### src/rtl/uart_bus_arbiter.sv
// Two-master round-robin arbiter in front of a single UART register port.
// Master 0 is the CPU, master 1 a host/tester. A transaction stuck without
// s_ready for TIMEOUT cycles is aborted and answered with all-ones data.
module uart_bus_arbiter #(
  parameter int ADDR_W  = 3,
  parameter int DATA_W  = 32,
  parameter int TIMEOUT = 255
) (
  input  logic                clk,
  input  logic                rst,
  input  logic                m0_valid,
  input  logic [ADDR_W-1:0]   m0_addr,
  input  logic [DATA_W-1:0]   m0_wdata,
  input  logic [DATA_W/8-1:0] m0_wstrb,
  output logic [DATA_W-1:0]   m0_rdata,
  output logic                m0_ready,
  input  logic                m1_valid,
  input  logic [ADDR_W-1:0]   m1_addr,
  input  logic [DATA_W-1:0]   m1_wdata,
  input  logic [DATA_W/8-1:0] m1_wstrb,
  output logic [DATA_W-1:0]   m1_rdata,
  output logic                m1_ready,
  output logic                s_valid,
  output logic [ADDR_W-1:0]   s_addr,
  output logic [DATA_W-1:0]   s_wdata,
  output logic [DATA_W/8-1:0] s_wstrb,
  input  logic [DATA_W-1:0]   s_rdata,
  input  logic                s_ready,
  output logic [1:0]          grant,
  output logic                timeout
);

  localparam logic [15:0] TIMEOUT_CNT = 16'(TIMEOUT);

  typedef enum logic [1:0] {
    IDLE = 2'b00,
    GNT0 = 2'b01,
    GNT1 = 2'b10
  } state_t;

  state_t      state_q, state_d;
  logic        ptr_q, ptr_d;
  logic [15:0] cnt_q, cnt_d;
  logic [1:0]  grant_q, grant_d;

  logic owner_valid;
  logic timeout_fire;

  // Owner still requesting, and the abort condition for the current cycle
  always_comb begin
    owner_valid  = ((state_q == GNT0) && m0_valid) || ((state_q == GNT1) && m1_valid);
    timeout_fire = owner_valid && !s_ready && (cnt_q == TIMEOUT_CNT);
  end

  // Next-state, round-robin pointer (1 = m1 wins next tie) and wait counter
  always_comb begin
    state_d = state_q;
    ptr_d   = ptr_q;
    cnt_d   = cnt_q;
    case (state_q)
      IDLE: begin
        cnt_d = 16'd0;
        if (m0_valid && m1_valid) begin
          state_d = ptr_q ? GNT1 : GNT0;
        end else if (m0_valid) begin
          state_d = GNT0;
        end else if (m1_valid) begin
          state_d = GNT1;
        end
      end
      GNT0, GNT1: begin
        if (!owner_valid) begin
          state_d = IDLE;
          cnt_d   = 16'd0;
        end else if (s_ready || timeout_fire) begin
          state_d = IDLE;
          cnt_d   = 16'd0;
          ptr_d   = (state_q == GNT0);
        end else begin
          cnt_d = cnt_q + 16'd1;
        end
      end
      default: begin
        state_d = IDLE;
        cnt_d   = 16'd0;
      end
    endcase
    grant_d = {state_d == GNT1, state_d == GNT0};
  end

  // State register with synchronous active-low reset
  always_ff @(posedge clk) begin
    if (!rst) begin
      state_q <= IDLE;
      ptr_q   <= 1'b0;
      cnt_q   <= 16'd0;
      grant_q <= 2'b00;
    end else begin
      state_q <= state_d;
      ptr_q   <= ptr_d;
      cnt_q   <= cnt_d;
      grant_q <= grant_d;
    end
  end

  // Route the owning master to the UART and the UART response back
  always_comb begin
    s_valid  = 1'b0;
    s_addr   = '0;
    s_wdata  = '0;
    s_wstrb  = '0;
    m0_ready = 1'b0;
    m0_rdata = '0;
    m1_ready = 1'b0;
    m1_rdata = '0;
    case (state_q)
      GNT0: begin
        s_valid  = m0_valid && !timeout_fire;
        s_addr   = m0_addr;
        s_wdata  = m0_wdata;
        s_wstrb  = m0_wstrb;
        m0_ready = s_ready || timeout_fire;
        m0_rdata = timeout_fire ? {DATA_W{1'b1}} : s_rdata;
      end
      GNT1: begin
        s_valid  = m1_valid && !timeout_fire;
        s_addr   = m1_addr;
        s_wdata  = m1_wdata;
        s_wstrb  = m1_wstrb;
        m1_ready = s_ready || timeout_fire;
        m1_rdata = timeout_fire ? {DATA_W{1'b1}} : s_rdata;
      end
      default: begin
        s_valid = 1'b0;
      end
    endcase
  end

  assign grant   = grant_q;
  assign timeout = timeout_fire;

endmodule

### config.mk
export PLATFORM = sky130hd
export DESIGN_NAME = uart_bus_arbiter
export DESIGN_NICKNAME = d
export VERILOG_FILES = /design/src/rtl/uart_bus_arbiter.sv
export SDC_FILE = /design/constraint.sdc
export NUM_CORES = 1
export LEC_CHECK = 0
export CAP_MARGIN = 0
export CORE_ASPECT_RATIO = 0.6
export CORE_UTILIZATION = 25
export DETAILED_ROUTE_END_ITERATION = 7
export DONT_BUFFER_PORTS = 1
export GPL_ROUTABILITY_DRIVEN = 1
export PLACE_DENSITY = 0.41
export REMOVE_ABC_BUFFERS = 1
export SKIP_CTS_REPAIR_TIMING = 1
export SYNTH_ARGS = -nofsm -noshare
export SYNTH_HDL_FRONTEND = slang
export SYNTH_SLANG_ARGS = --single-unit
export TNS_END_PERCENT = 10
### constraint.sdc
create_clock -name clk -period 3.29 [get_ports clk]
set_input_delay 0.4935 -clock clk [delete_from_list [all_inputs] [get_ports clk]]
set_output_delay 0.4935 -clock clk [all_outputs]
set_load 0.01 [all_outputs]
# Word-level counts from Yosys, hierarchy flattened
# Index checks and enable logic that the tools add are counted.
[totals]
ff_bits = 21
output_inout_bits = 109
input_bits = 115
[classes]
eq_ne = 5
n_addsub = 1
n_mux = 16
n_reduce_logical = 15
bitwise_logic = 3
[ops]
columns = ["cell", "count"]
rows = [
  ["2-to-1 mux 32 bit", 3],
  ["case mux 32 bit (2 select lines)", 1],
  ["adder 16 x 1 -> 16 bit (second input constant)", 1],
  ["== test 16 x 8 -> 1 bit (second input constant)", 1],
  ["2-to-1 mux 2 bit", 6],
  ["case mux 4 bit (2 select lines)", 1],
  ["logical AND 1 bit", 7],
  ["case mux 3 bit (2 select lines)", 1],
  ["== test 2 x 1 -> 1 bit (second input constant)", 2],
  ["== test 2 bit (second input constant)", 2],
  ["case mux 2 bit (2 select lines)", 1],
  ["OR reduction 4 bit", 1],
  ["inverter 1 bit", 3],
  ["AND reduction 3 bit", 1],
  ["zero test 1 bit", 2],
  ["zero test 2 bit", 1],
  ["logical OR 1 bit", 2],
  ["2-to-1 mux 1 bit", 2],
  ["case mux 1 bit (2 select lines)", 1],
  ["OR reduction 2 bit", 1],
]

# Logic depth before layout (Yosys ltp)
[logic_depth]
ltp_word = 10
depth_mapped = 8

# Least setup slack after synthesis
# OpenSTA, ideal clock, no wires.
[synth_timing]
path_kind = "reg2out"
from = "register state_q[1]"
to = "output s_valid"
path_buffers = 2
arrival_ns = 1.842
path_slack_ns = 0.954
stages_incl_launch_ff = 9
cell_sequence = "dfxtp_1 inv_1 ha_1 a22o_1 and4bb_1 and2_1 buf_6 buf_6 nor3b_1"
[synth_between]
elab_chain_cells = 8
word_cells_on_any_way = 11
cone_classes = "2 x eq/ne; 1 x mux; 8 x reduce/logical"
[synth_rtl]
columns = ["item", "line_no", "text"]
rows = [
  ["start, declared", "41", "state_t state_q, state_d;"],
  ["start signal, assigned", "99", "state_q <= state_d;"],
  ["== test 2 x 1 -> 1 bit / == test 2 bit (equally long branches)", "51, 116", ""],
  ["logical AND 1 bit", "51", "owner_valid = ((state_q == GNT0) && m0_valid) || ((state_q == GNT1) && m1_valid);"],
  ["logical OR 1 bit", "51", ""],
  ["logical AND 1 bit (2 in a row)", "52", "timeout_fire = owner_valid && !s_ready && (cnt_q == TIMEOUT_CNT);"],
  ["zero test 1 bit", "118, 126", ""],
  ["logical AND 1 bit, on equally long branches", "126, 118", ""],
  ["case mux 1 bit (2 select lines) (*)", "116", "case (state_q)"],
  ["end, declared", "23", "output logic s_valid,"],
]
# Mark *: on every way between the ends. The rest lies on a longest branch, timed or not.

# Worst setup path after layout
[layout_timing]
from = "register cnt_q[8]"
to = "output m1_rdata[5]"
[layout_between]
elab_chain_cells = 4
[layout_rtl]
columns = ["item", "line_no", "text"]
rows = [
  ["start, declared", "43", "logic [15:0] cnt_q, cnt_d;"],
  ["start signal, assigned", "101", "cnt_q <= cnt_d;"],
  ["== test 16 x 8 -> 1 bit", "52", ""],
  ["logical AND 1 bit", "52", ""],
  ["2-to-1 mux 32 bit", "131", "m1_rdata = timeout_fire ? {DATA_W{1'b1}} : s_rdata;"],
  ["2-to-1 mux 32 bit", "116", ""],
  ["end, declared", "21", "output logic [DATA_W-1:0] m1_rdata,"],
]
# No other way between the ends.

==> results by group <==
Final layout
  – Fillcell total: slightly below 900
  – Post-layout util: 0.279
  – Nets@finish: roughly 380
  – Diode count: 0
  – Post-Layout Cell Count: 369
  – Layout cell share with drive strength beyond 1: 0.0575
  – Synthesis-to-finish area growth: 4.81%
  – Multi-input gate area in the final layout: 0.00157 mm^2
  – Reg area: 420 um^2

Synth
  – Main flop type after synthesis: dfxtp_1
  – Synth Instances: 280
  – FF+latch count, synth: 21
  – Post-synth EDFFs: 0
  – Yosys warns: 0
  – Synthesized area: ~0.0022 mm^2
  – Asr flop ratio synth: 0
  – Post-synthesis cell type count: 35
  – Sequential share of the synthesized area: 0.195
  – Avg Cell Area, Syn: approximately 7.7 um^2

Timing
  – Crit share post-route: 0.891
  – Final Hold Viols: 0
  – Slew HR: 0.528
  – Final-report setup violation count: 0
  – Pins Over Slew Limit: 0
  – Crit path time final: ~2900 ps
  – Setup ws final: ~360 ps
  – WHS: slightly below 400 ps
  – Unrepaired setup endpoints after global routing: no
  – Fin Clk Skew: about 1.5 ps
  – Slew @ Worst Pin: just over 700 ps
  – Fmax: about 340 MHz

Clock tree
  – CTS tree: built
  – Largest buffer count on any clock path: 2
  – Worst-path clk slew: ~60 ps
  – Clk root buf: clkbuf_16
  – CTS buffer count: 3
  – Worst skew pair latency: 250 ps
  – H-tree depth: 1
  – CTS sink cnt: 21

Pwr
  – Power per cell area: roughly 310 mW/mm^2
  – Pleak: ~0.65 nW
  – Max VDD drop: 0.223 mV

Die
  – Chip height: around 74 um
  – Die area: approximately 0.009 mm^2
  – Ports: approximately 220
  – Starting Density: 0.266
  – Placement Rows: 25
  – Die W: 122 um
  – Core ar.: between 0.008 and 0.009 mm^2

Critical path
  – Critical setup path kind: flip-flop to primary output
  – Crit-path max FO: 64
  – Setup crit end kind: primary output
  – Crit path DAT: 2440 ps
  – Worst endpoint required time: between 2000 and 3000 ps
  – CP startpoint kind: flip-flop

Placed design
  – Routability cong.: 0.790
  – Dpl ws: approximately 620 ps
  – Port bufs: 0
  – Dpl cells: 365
  – Post-DP HPWL: between 5000 and 6000 um

Run status
  – Outcome: finished, final reports clean

Drt
  – Initial DRT Pass Iterations: 4
  – DRT Wirelength: approximately 7000 um
  – Post-DRT Antenna Nets: 0
  – Vias: ~2000
  – DR WL/cell: between 15 and 20 um
  – Iteration-0 DRC Markers: 79
  – Vias per cell: between 5 and 6
  – Remaining DRCs: 0

Global routing
  – Largest net degree at the start of global routing: 74
  – Initial antenna violation count: 0
  – Total gr overflow: 0
  – Vias in the first global route: approximately 1700
  – Tot GR Track Use: 0.143
  – First-pass GRT wire length: between 9000 and 10000 um

Run
  – Max Cap Viol: 0

Hold path
  – Hold crit path type: input pin to flip-flop
[Yosys cell counts, types with 6 or more instances]
cell type,instances,area [um^2]
dfxtp_1,21,420
nand2_1,7,26.3
buf_1,6,22.5
xor2_1,9,78.8
nor2b_1,41,257
o21a_1,64,480
buf_6,6,67.6
nor2_1,23,86.3
clkbuf_1,14,52.6
a22oi_1,40,300
[worst max-delay path: stages, from the launching register on]
cell,delay [ps]
dfxtp_1,360
or4_1,530
and4bb_1,340
and2_2,180
buf_4,500
o21a_1,250
[metrics by stage]
step | power [mW] | setup TNS (ps) | area, um^2
final | 0.706 | 0 | 2260
after global routing | 0.746 | 0 | 2260
after detailed placement | 0.456 | 0 | 2180
after global placement | 0.455 | 0 | 2180
after CTS | 0.716 | 0 | 2260
after floorplan | 0.422 | -63960 | 2000
[final cells by class]
class	instances	share of cell area
Inverter	5	0.00830
Tap cell	108	0.0597
Clock inverter	1	0.00221
Sequential cell	21	0.186
Clock buffer	3	0.0332
Timing Repair Buffer	5	0.0166
Multi-Input combinational cell	226	0.694
[path summary, 6_finish.rpt]
| path | from | to | slack, ps | depth (start not counted) |
|---|---|---|---|---|
| max | cnt_q[8]$_SDFF_PP0_ | m1_rdata[5] | 360 | 5 |
| min | rst | ptr_q$_SDFFE_PN0P_ | 400 | 2 |
| max reg2reg | state_q[1]$_SDFF_PN0_ | cnt_q[6]$_SDFF_PP0_ | 810 | 7 |
| min reg2reg | cnt_q[0]$_SDFF_PP0_ | cnt_q[0]$_SDFF_PP0_ | 470 | 1 |
[power breakdown]
part | internal, mW | total [mW] | switching (mW)
registers | 0.258 | 0.261 | 0.00361
clock network | 0.163 | 0.258 | 0.0951
logic | 0.0710 | 0.186 | 0.115
[placed cells by master, fill, tap and decap left out, types with 3 or more instances in the layout]
master / instances
nor2_1: 23
dfxtp_1: 21
a22oi_1: 40
o21a_1: 64
xnor2_1: 5
buf_4: 5
ha_1: 3
nand3_1: 5
xor2_1: 9
nor3b_1: 4
nand2_1: 7
nand4_1: 4
clkbuf_16: 3
inv_1: 5
nor2b_1: 41
[sequential cells by signal, indices dropped and copies added (netlist names)]
| signal | count |
|---|---|
| grant | 2 |
| cnt_q | 16 |
| state_q | 2 |
| ptr_q | 1 |
[per-layer routing]
| layer | GRT usage | vias to the layer above | part of all wire |
|---|---|---|---|
| li1 | - | 967 | - |
| met1 | 0.193 | 932 | 0.45 |
| met2 | 0.240 | 104 | 0.47 |
| met3 | 0.0345 | 2 | 0.073 |
| met4 | 0.0123 | 0 | 0.0029 |
| met5 | 0 | - | 0 |
[cells by family after synthesis]
kind of cell / Yosys count / share of synthesized area
compound gates: 112 / 0.389
simple gates: 94 / 0.245
buf+inv: 33 / 0.0806
flops: 21 / 0.195
xor+xnor: 14 / 0.0568
fa+ha+maj: 5 / 0.0290
mux: 1 / 0.00464
Power figures use the tool's default switching activity.
